===== src/rtl/myip_sched_pkg.sv =====
// myip_sched_pkg: state encodings, default parameters and index-width helper for myip_txn_scheduler
package myip_sched_pkg;
    localparam logic [2:0] IDLE      = 3'd0;
    localparam logic [2:0] INIT      = 3'd1;
    localparam logic [2:0] WAIT_DONE = 3'd2;
    localparam logic [2:0] REPORT    = 3'd3;
    localparam logic [2:0] GAP       = 3'd4;
    localparam int DEF_NUM_REQ           = 2;
    localparam int DEF_INIT_PULSE_CYCLES = 1;
    localparam int DEF_GAP_CYCLES        = 2;
    localparam int DEF_CNT_WIDTH         = 16;
    localparam int DEF_TIMEOUT_CYCLES    = 4096;
    function automatic int req_idx_w(input int n);
        return (n > 1) ? $clog2(n) : 1;
    endfunction
endpackage


===== src/rtl/myip_rr_picker.sv =====
// myip_rr_picker: combinational round-robin selector starting one past last
module myip_rr_picker import myip_sched_pkg::*; #(
    parameter int NUM_REQ = DEF_NUM_REQ,
    localparam int IW = req_idx_w(NUM_REQ)
) (
    input  logic [NUM_REQ-1:0] req,
    input  logic [IW-1:0]      last,
    output logic [NUM_REQ-1:0] grant,
    output logic [IW-1:0]      idx
);
    logic [NUM_REQ-1:0] rot;
    int off;
    // rotate so bit 0 is the requester right after last, then take the lowest set bit
    always_comb begin
        rot = NUM_REQ'({req, req} >> (int'(last) + 1));
        off = 0;
        for (int k = NUM_REQ - 1; k >= 0; k--) off = rot[k] ? k : off;
        idx = IW'((int'(last) + 1 + off) % NUM_REQ);
        grant = (|req) ? (NUM_REQ'(1) << idx) : '0;
    end
endmodule


===== src/rtl/myip_txn_scheduler.sv =====
// myip_txn_scheduler: round-robin sharing of the myip M_AXI burst engine across requesters
// MYIP_SCHED_TIMEOUT_EN adds the WAIT_DONE timeout and the sticky TIMEOUT output
module myip_txn_scheduler import myip_sched_pkg::*; #(
    parameter int NUM_REQ           = DEF_NUM_REQ,
    parameter int INIT_PULSE_CYCLES = DEF_INIT_PULSE_CYCLES,
    parameter int GAP_CYCLES        = DEF_GAP_CYCLES,
    parameter int CNT_WIDTH         = DEF_CNT_WIDTH
`ifdef MYIP_SCHED_TIMEOUT_EN
    , parameter int TIMEOUT_CYCLES  = DEF_TIMEOUT_CYCLES
`endif
) (
    input  logic                 ACLK,
    input  logic                 ARESETN,
    input  logic [NUM_REQ-1:0]   REQ_VALID,
    output logic [NUM_REQ-1:0]   REQ_GRANT,
    output logic [NUM_REQ-1:0]   REQ_DONE,
    output logic [NUM_REQ-1:0]   REQ_ERROR,
    output logic                 M_AXI_INIT_AXI_TXN,
    input  logic                 M_AXI_TXN_DONE,
    input  logic                 M_AXI_ERROR,
    output logic                 BUSY,
    output logic [CNT_WIDTH-1:0] RUN_COUNT,
    output logic [CNT_WIDTH-1:0] ERR_COUNT
`ifdef MYIP_SCHED_TIMEOUT_EN
    , output logic               TIMEOUT
`endif
);
    localparam int IW = req_idx_w(NUM_REQ);
    localparam int PW = $clog2(INIT_PULSE_CYCLES + 1);
    logic [2:0]         state;
    logic [IW-1:0]      last_grant, pick_idx;
    logic [NUM_REQ-1:0] pick_grant;
    logic [PW-1:0]      init_cnt;
    logic [7:0]         gap_cnt;
    logic               armed, err_cap, done_edge;
`ifdef MYIP_SCHED_TIMEOUT_EN
    localparam int TW = $clog2(TIMEOUT_CYCLES + 1);
    logic [TW-1:0]      tcnt;
`endif

    myip_rr_picker #(.NUM_REQ(NUM_REQ)) u_picker (
        .req   (REQ_VALID),
        .last  (last_grant),
        .grant (pick_grant),
        .idx   (pick_idx)
    );

    // first INIT cycle carries the grant pulse, INIT rises on the next one
    assign BUSY               = state != IDLE;
    assign M_AXI_INIT_AXI_TXN = (state == INIT) && (init_cnt != '0);
    assign REQ_GRANT          = (state == INIT && init_cnt == '0) ? NUM_REQ'(1) << last_grant : '0;
    assign REQ_DONE           = (state == REPORT) ? NUM_REQ'(1) << last_grant : '0;
    assign REQ_ERROR          = REQ_DONE & {NUM_REQ{err_cap}};
    assign done_edge          = armed && M_AXI_TXN_DONE;

    always_ff @(posedge ACLK or negedge ARESETN) begin
        if (!ARESETN) begin
            state      <= IDLE;
            last_grant <= IW'(NUM_REQ - 1);
            init_cnt   <= '0;
            gap_cnt    <= '0;
            armed      <= 1'b0;
            err_cap    <= 1'b0;
            RUN_COUNT  <= '0;
            ERR_COUNT  <= '0;
`ifdef MYIP_SCHED_TIMEOUT_EN
            tcnt       <= '0;
            TIMEOUT    <= 1'b0;
`endif
        end else begin
            case (state)
                IDLE: if (|pick_grant) begin
                    last_grant <= pick_idx;
                    init_cnt   <= '0;
                    armed      <= 1'b0;
`ifdef MYIP_SCHED_TIMEOUT_EN
                    tcnt       <= '0;
`endif
                    state      <= INIT;
                end
                INIT: begin
                    if (!M_AXI_TXN_DONE) armed <= 1'b1;
                    if (init_cnt != PW'(INIT_PULSE_CYCLES)) init_cnt <= init_cnt + 1'b1;
                    else begin
                        err_cap <= M_AXI_ERROR;
                        state   <= done_edge ? REPORT : WAIT_DONE;
                    end
                end
                WAIT_DONE: begin
                    if (!M_AXI_TXN_DONE) armed <= 1'b1;
                    err_cap <= M_AXI_ERROR;
                    if (done_edge) state <= REPORT;
`ifdef MYIP_SCHED_TIMEOUT_EN
                    else if (tcnt == TW'(TIMEOUT_CYCLES - 1)) begin
                        err_cap <= 1'b1;
                        TIMEOUT <= 1'b1;
                        state   <= REPORT;
                    end else tcnt <= tcnt + 1'b1;
`endif
                end
                REPORT: begin
                    RUN_COUNT <= RUN_COUNT + 1'b1;
                    if (err_cap && !(&ERR_COUNT)) ERR_COUNT <= ERR_COUNT + 1'b1;
                    gap_cnt   <= '0;
                    state     <= (GAP_CYCLES == 0) ? IDLE : GAP;
                end
                GAP: if (gap_cnt == 8'(GAP_CYCLES - 1)) state <= IDLE;
                     else gap_cnt <= gap_cnt + 1'b1;
                default: state <= IDLE;
            endcase
        end
    end
endmodule


===== config.mk =====
export PLATFORM = sky130hd
export DESIGN_NAME = myip_txn_scheduler
export DESIGN_NICKNAME = d
export VERILOG_FILES = /design/src/rtl/myip_sched_pkg.sv /design/src/rtl/myip_rr_picker.sv /design/src/rtl/myip_txn_scheduler.sv
export SDC_FILE = /design/constraint.sdc
export NUM_CORES = 1
export LEC_CHECK = 0
export CORE_ASPECT_RATIO = 0.9
export CORE_UTILIZATION = 46
export DETAILED_ROUTE_END_ITERATION = 6
export PLACE_DENSITY_LB_ADDON = 0.3
export SLEW_MARGIN = 20
export SYNTH_ARGS = -nofsm -noshare
export SYNTH_HDL_FRONTEND = slang
export SYNTH_SLANG_ARGS = --single-unit

===== constraint.sdc =====
create_clock -name ACLK -period 1.8 [get_ports ACLK]
set_input_delay 0.27 -clock ACLK [delete_from_list [all_inputs] [get_ports ACLK]]
set_output_delay 0.27 -clock ACLK [all_outputs]
set_load 0.01 [all_outputs]

==> results of run 1 <==
[cell usage in the layout, fill, tap and decap left out, types with 4 or more instances in the layout]
cell type	count
sky130_fd_sc_hd__nand2_1	19
sky130_fd_sc_hd__inv_1	5
sky130_fd_sc_hd__and4_1	4
sky130_fd_sc_hd__nand4_1	11
sky130_fd_sc_hd__and3_1	7
sky130_fd_sc_hd__dfrtp_1	46
sky130_fd_sc_hd__xnor2_1	18
sky130_fd_sc_hd__buf_4	20
sky130_fd_sc_hd__nand3_1	12
sky130_fd_sc_hd__clkbuf_8	6
sky130_fd_sc_hd__nor2_1	17
sky130_fd_sc_hd__o21ai_0	4
sky130_fd_sc_hd__a31oi_1	7
sky130_fd_sc_hd__clkdlybuf4s50_1	36
sky130_fd_sc_hd__xor2_1	11
[registers in the layout, summed over array words and instances, names as in the netlist]
register and count:
ERR_COUNT 16, RUN_COUNT 16, armed 1, err_cap 1
gap_cnt 8, init_cnt 1, last_grant 1, state 3
[critical path, stage by stage (launching register included)]
cell and delay (ps):
sky130_fd_sc_hd__dfrtp_1 390, sky130_fd_sc_hd__inv_2 80, sky130_fd_sc_hd__ha_4 110, sky130_fd_sc_hd__or4b_4 460, sky130_fd_sc_hd__o41ai_4 320, sky130_fd_sc_hd__buf_4 180, sky130_fd_sc_hd__buf_4 90, sky130_fd_sc_hd__o2bb2ai_1 50
[through the flow]
| step | area [sq um] | TNS, ps | hold slack [ps] | total power, mW |
|---|---|---|---|---|
| CTS | 3110 | -0.269 | 493 | 3.49 |
| detailed placement | 3010 | -168 | 272 | 2.85 |
| global route | 3170 | -259 | 517 | 3.83 |
| finish | 3170 | 0 | 483 | 3.57 |
| floorplan | 2340 | 0 | -25.6 | 2.17 |
| global placement | 3010 | -82.8 | 274 | 2.80 |
[Yosys cell counts (3+ instances only)]
| master | count |
|---|---|
| sky130_fd_sc_hd__xnor2_1 | 18 |
| sky130_fd_sc_hd__nor2_1 | 18 |
| sky130_fd_sc_hd__dfrtp_1 | 46 |
| sky130_fd_sc_hd__a21oi_1 | 3 |
| sky130_fd_sc_hd__clkbuf_1 | 3 |
| sky130_fd_sc_hd__nor3_1 | 5 |
| sky130_fd_sc_hd__ha_1 | 4 |
| sky130_fd_sc_hd__nand2_1 | 19 |
| sky130_fd_sc_hd__a31oi_1 | 7 |
| sky130_fd_sc_hd__xor2_1 | 11 |
| sky130_fd_sc_hd__o21ai_0 | 5 |
| sky130_fd_sc_hd__nand3_1 | 13 |
| sky130_fd_sc_hd__nand4_1 | 11 |
| sky130_fd_sc_hd__inv_1 | 6 |
| sky130_fd_sc_hd__and3_1 | 7 |
| sky130_fd_sc_hd__and4_1 | 4 |
| sky130_fd_sc_hd__mux2_2 | 3 |
[worst max-delay path by stage]
stage	startpoint	slack (ps)	end	depth (start not counted)
2_1_floorplan	state[0]	20	REQ_GRANT[0]	4
3_3_place_gp	state[1]	-50	REQ_GRANT[1]	3
3_5_place_dp	state[1]	-90	REQ_GRANT[1]	3
4_1_cts	state[2]	-0.3	REQ_ERROR[1]	4
5_1_grt	gap_cnt[1]	-80	gap_cnt[0]	7
6_report	gap_cnt[1]	20	gap_cnt[2]	7
[cell type report]
cell class | instances | area share, %
clock inverter | 1 | 0.158
tap | 65 | 2.56
sequential | 47 | 37.1
multi-input combinational | 163 | 37.1
inverter | 6 | 0.710
clock buffer | 6 | 2.60
timing repair buffer | 69 | 19.8
[cell families (layout without fill, tap and decap cells)]
logic type,count (synthesis),after routing,share of synthesized area [%]
AOI/OAI and AO/OA,25,25,7.73
xor gates and xnor gates,29,29,10.9
adders and majority gates,4,4,2.15
buffers and inverters,11,82,1.88
DFF,47,47,50.5
muxes,4,4,1.88
and+or+nand+nor,101,101,25.0
[metal layers]
layer	wire (microns)	share of wire, %
met2	2200	46
met3	192	4.0
met4	55	1.1
met1	2350	49
met5	0	0
[timing repair]
| item | 4_1_cts | 5_1_grt |
|---|---|---|
| buffers inserted | 0 | 2 |
| resized for setup | 17 | 17 |
| hold buffers | 1 | 0 |
| endpoints found under the hold margin | 46 | 0 |
| pin swaps | 1 | 2 |
| setup endpoints to repair | 12 | 12 |
[power breakdown]
group / switching [mW] / internal [mW]
clock: 0.332 / 0.302
sequential: 0.218 / 1.25
combinational: 0.691 / 0.771
==> flow_summary.yaml, run 1 <==
outcome:
  status: "completed"
synth:
  average_cell_area_after_synthesis_sq_um: 10.5
  synth.lib_cells_used.distinct: 47
  netlist_top_cells_area: "sky130_fd_sc_hd__dfrtp_1 (49%), sky130_fd_sc_hd__xnor2_1 (6.8%), sky130_fd_sc_hd__xor2_1 (4.1%), sky130_fd_sc_hd__nand2_1 (3.1%), sky130_fd_sc_hd__nand4_1 (3.0%)"
  netlist_instances: 221
  ys_warn_count: 0
  sequential_cell_area_fraction_in_the_yosys_report_pct: 50.5
  synth_top_area_cell: "sky130_fd_sc_hd__dfrtp_1"
  asyncSetResetFlopFracSynth_pct: 100
  synth_edf_count: 0
  post_synthesis_net_count: 231
  ys.flop_type: "sky130_fd_sc_hd__dfrtp_1"
  total_of_flip_flops_plus_latches_after_synthesis: 47
  syn_area_sq_um: 2330
  synth_top_area_share_pct: 49.4
setup_path:
  timing.critical_path.arrival_ps: 1960
  crit_path_max_fanout: 4
  timing.reg2reg.worst_path_depth: 7
  timing.critical_path.from_type: "flop"
  worstReg2RegEnd: "gap_cnt[2]"
  cp.required_ps: 1980
  setup.reg_to_reg.worst_slack_ps: 20
  critPathKind: "reg -> reg"
  setup.worst_path.end_class: "flop"
  worst_r2r_startpoint: "gap_cnt[1]"
cts:
  clock-root-buffer: "sky130_fd_sc_hd__clkbuf_8"
  ctsHtreeMaxLevel: 2
  cts_max_path_buffers: 2
  clkSinkCount: 47
  clkSlewWorstSetupHoldPaths_ps: 80
  numCtsBuffers: 5
  clk_latency_ps: 290
  cts_tree: "done"
sta:
  min_period_over_period_pct: 99.0
  worst_slew_pin_slew_ps: 364
  slew_violations: 0
  finalWorstSetupSlack_ps: 17.3
  skew_ps: 6.96
  achievable-frequency_ghz: 0.561
  setup_violations: 0
  final.min_clock_period_ps: 1780
  grt_setup_unrepaired: "yes"
  finalHoldViolations: 0
  max_transition_margin_pct: 75.6
power:
  irDropWorstVdd_uv: 788
  leakage_nw: 1.43
  power_per_cell_area_nw_per_um2: 1120
routing:
  routed_wl_microns: 4800
  drt_first_pass_iters: 4
  initialDrtViolationCount: 100
  routed_via_density: 5.27
  route.vias.total: 1882
  drt_drc_violations_left: 0
  detail_route.wl_per_cell_microns: 13.4
  drt.antenna.violating_nets: 0
grt:
  groute.usage.overall_pct: 19.4
  antenna_found_initial: 0
  grt_pass1_wl_microns: 8180
  globalRouteOverflowTotal: 0
  groute.layer.met2.usage_pct: 28.3
  top_usage_layer: "met1"
  grt_pass1_vias: 1695
  grt_max_degree: 48
  grtUsageMet3_pct: 4.47
  groute.layer.met1.usage_pct: 28.6
finish:
  antenna-diode-count: 0
  drive_gt1_share_pct: 19.2
  finalCoreUtilization_pct: 65.3
  footprint_of_the_flip_flops_and_latches_sq_um: 1180
  layout_cells_excl_fill: 357
  layout-area-overhead-vs-synth_pct: 36.2
  fillerInstances: 419
  final_nets: 302
  multi_input_area_sq_um: 1180
worst_hold_path:
  timing.hold.worst.class: "reg -> reg"
  min_delay_endpoint: "RUN_COUNT[15]"
  min_delay_path_depth: 1
  timing.hold.worst.start: "RUN_COUNT[15]"
floorplanning:
  core_sq_um: 4860
  die_w_microns: 77.0
  die-height_microns: 69.5
  initial_core_util_pct: 47.9
  dieArea_sq_um: 5360
  design.portCount: 46
  rows: 24
flow_run:
  drv_cap: 0
place:
  io_buffers: 45
  placed_instance_count: 347
  place_ws_ps: -87.4
  gp_congestion: 0.829
  place.detailed.hpwl_microns: 3440
(Power assumes the default switching activity.)
==> inputs of run 2 (changes only) <==
Settings changed: CORE_MARGIN set to 2.
==> run 2 against run 1 <==
Largest cell class is now multi-input gates. Clock skew up 6.8 ps. First-iteration DRC count rose by 49%. Via count up 2.0%. Critical endpoint is now gap_cnt[1]. Largest power group is now combinational cells.
==> flow_summary.yaml, run 2 (synthesized netlist as in run 1, its figures left out) <==
setup_path:
  critical_path.startpoint: "gap_cnt[1]"
  timing.critical_path.from_type: "flop"
  timing.reg2reg.worst_path_depth: 6
  setup.worst_path.end_class: "flop"
  max_stage_delay_cell_worst_path: "sky130_fd_sc_hd__or4b_4"
  worst_setup_path_endpoint: "gap_cnt[1]"
  worst_r2r_startpoint: "gap_cnt[1]"
  crit_path_max_fanout: 4
  critPathKind: "reg -> reg"
  worstReg2RegEnd: "gap_cnt[1]"
  cp_slowest_stage_delay_ps: 460
  timing.critical_path.arrival_ps: 1950
  cp_cell_sequence: "inv_2 -> ha_4 -> or4b_4 -> o41ai_4 -> buf_4 -> o22ai_1"
  setup.reg_to_reg.worst_slack_ps: 30
  cp.required_ps: 1990
routing:
  initialDrtViolationCount: 149
  drt_drc_violations_left: 0
  routed_via_density: 5.33
  drt_first_pass_iters: 4
  drt.antenna.violating_nets: 0
  routed_wl_microns: 4850
  detail_route.wl_per_cell_microns: 13.5
  route.vias.total: 1920
sta:
  max_transition_margin_pct: 76.1
  min_period_over_period_pct: 98.1
  fin_setup_tns_ps: 0
  final.min_clock_period_ps: 1770
  hold_ws_ps: 474
  worst_slew_pin_slew_ps: 358
  setup_violations: 0
  skew_ps: 13.8
  grt_setup_unrepaired: "yes"
  finalHoldViolations: 0
  achievable-frequency_ghz: 0.566
  slew_violations: 0
floorplanning:
  die_w_microns: 79.0
  die-height_microns: 71.5
  design.portCount: 46
  initial_core_util_pct: 47.9
  core_sq_um: 4860
  dieArea_sq_um: 5650
  rows: 24
finish:
  layout_cells_excl_fill: 360
  footprint_of_the_flip_flops_and_latches_sq_um: 1180
  drive_gt1_share_pct: 20.7
  fillerInstances: 411
  layout-area-overhead-vs-synth_pct: 36.7
  final_nets: 304
  finalInstanceArea_sq_um: 3190
  biggestRegsByFlops: "ERR_COUNT x16, RUN_COUNT x16, gap_cnt x8"
  mostFrequentLayoutCell: "sky130_fd_sc_hd__dfrtp_1"
  multi_input_area_sq_um: 1180
  most-common-layout-cells: "sky130_fd_sc_hd__dfrtp_1 (46), sky130_fd_sc_hd__clkdlybuf4s50_1 (36), sky130_fd_sc_hd__buf_4 (24), sky130_fd_sc_hd__nand2_1 (19)"
  antenna-diode-count: 0
  finalCoreUtilization_pct: 65.5
worst_hold_path:
  timing.hold.worst.class: "in -> async"
power:
  power_per_cell_area_nw_per_um2: 1140
  irDropWorstVdd_uv: 997
  leakage_nw: 1.44
cts:
  ctsHtreeMaxLevel: 2
  clkSinkCount: 47
  cts_tree: "done"
  clkSlewWorstSetupHoldPaths_ps: 100
  cts_max_path_buffers: 2
  numCtsBuffers: 5
  clk_latency_ps: 310
  clock-root-buffer: "sky130_fd_sc_hd__clkbuf_8"
flow_run:
  drv_cap: 0
grt:
  groute.usage.overall_pct: 18.4
  grt_pass1_wl_microns: 8200
  antenna_found_initial: 0
  grt_pass1_vias: 1708
  grt_max_degree: 26
  globalRouteOverflowTotal: 0
place:
  place.detailed.hpwl_microns: 3580
  placedInstanceArea_sq_um: 3010
  placed_instance_count: 348
  io_buffers: 45
  gp_congestion: 0.810
outcome:
  status: "completed"
-- run 2: per-stage QoR --
step,total power [mW],setup slack (ps)
6_report,3.64,34.0
5_1_grt,3.89,-74.1
4_1_cts,3.57,-3.42
3_5_place_dp,2.86,-88.4
3_3_place_gp,2.81,-47.5
2_1_floorplan,2.17,20.8
-- run 2: what timing repair did --
item                       4_1_cts  5_1_grt
setup endpoints to repair       12       14
buffers inserted                 1        2
gates resized for setup         19       17
hold buffers                     1        0
hold endpoints to repair        46        0
-- run 2: area by class of cell --
type,count,share of cell area [%]
clock buffers,6,2.59
well taps,65,2.55
clock inverters,2,0.510
inverters,6,0.707
multi-input cells,163,37.0
flip-flops and latches,47,36.9
repair buffers,71,19.7
-- run 2: power by group --
group	switching (mW)	internal [mW]	total, mW	leakage, nW
clock network	0.374	0.314	0.688	0.0474
logic	0.708	0.780	1.49	0.767
registers	0.215	1.25	1.47	0.631
total	1.30	2.35	3.64	1.44
-- run 2: metal layers --
layer	track usage, %	routed length [microns]	part of all wire (%)
met1	27.2	2300	47
met2	27.3	2260	46
met3	3.65	236	4.9
met4	6.32	59	1.2
met5	0	0	0
-- run 2: critical path: cells and delay by family, from the launching register on --
family	cells	cell delay, ps
AO/OA/AOI/OAI	2	400
adder cells (fa/ha/maj)	1	120
buffers and inverters	2	280
flip-flops	1	400
AND/OR/NAND/NOR	1	460
-- run 2: how the worst min path moves through the flow --
stage / startpoint / to / slack [ps] / depth (start not counted)
after floorplan: ARESETN / ERR_COUNT[0] / -30 / 0
after global placement: ARESETN / RUN_COUNT[15] / 280 / 2
after detailed placement: ARESETN / RUN_COUNT[11] / 290 / 2
after CTS: ARESETN / RUN_COUNT[15] / 490 / 3
after global routing: RUN_COUNT[15] / RUN_COUNT[15] / 500 / 1
final: ARESETN / RUN_COUNT[15] / 470 / 3
==> inputs of run 3 (changes only) <==
Settings changed: CORE_MARGIN 2 to 1, CTS_CLUSTER_SIZE set to 30.
==> results of run 3 <==
The final DEF is identical to that of run 1; final timing and power are the same.
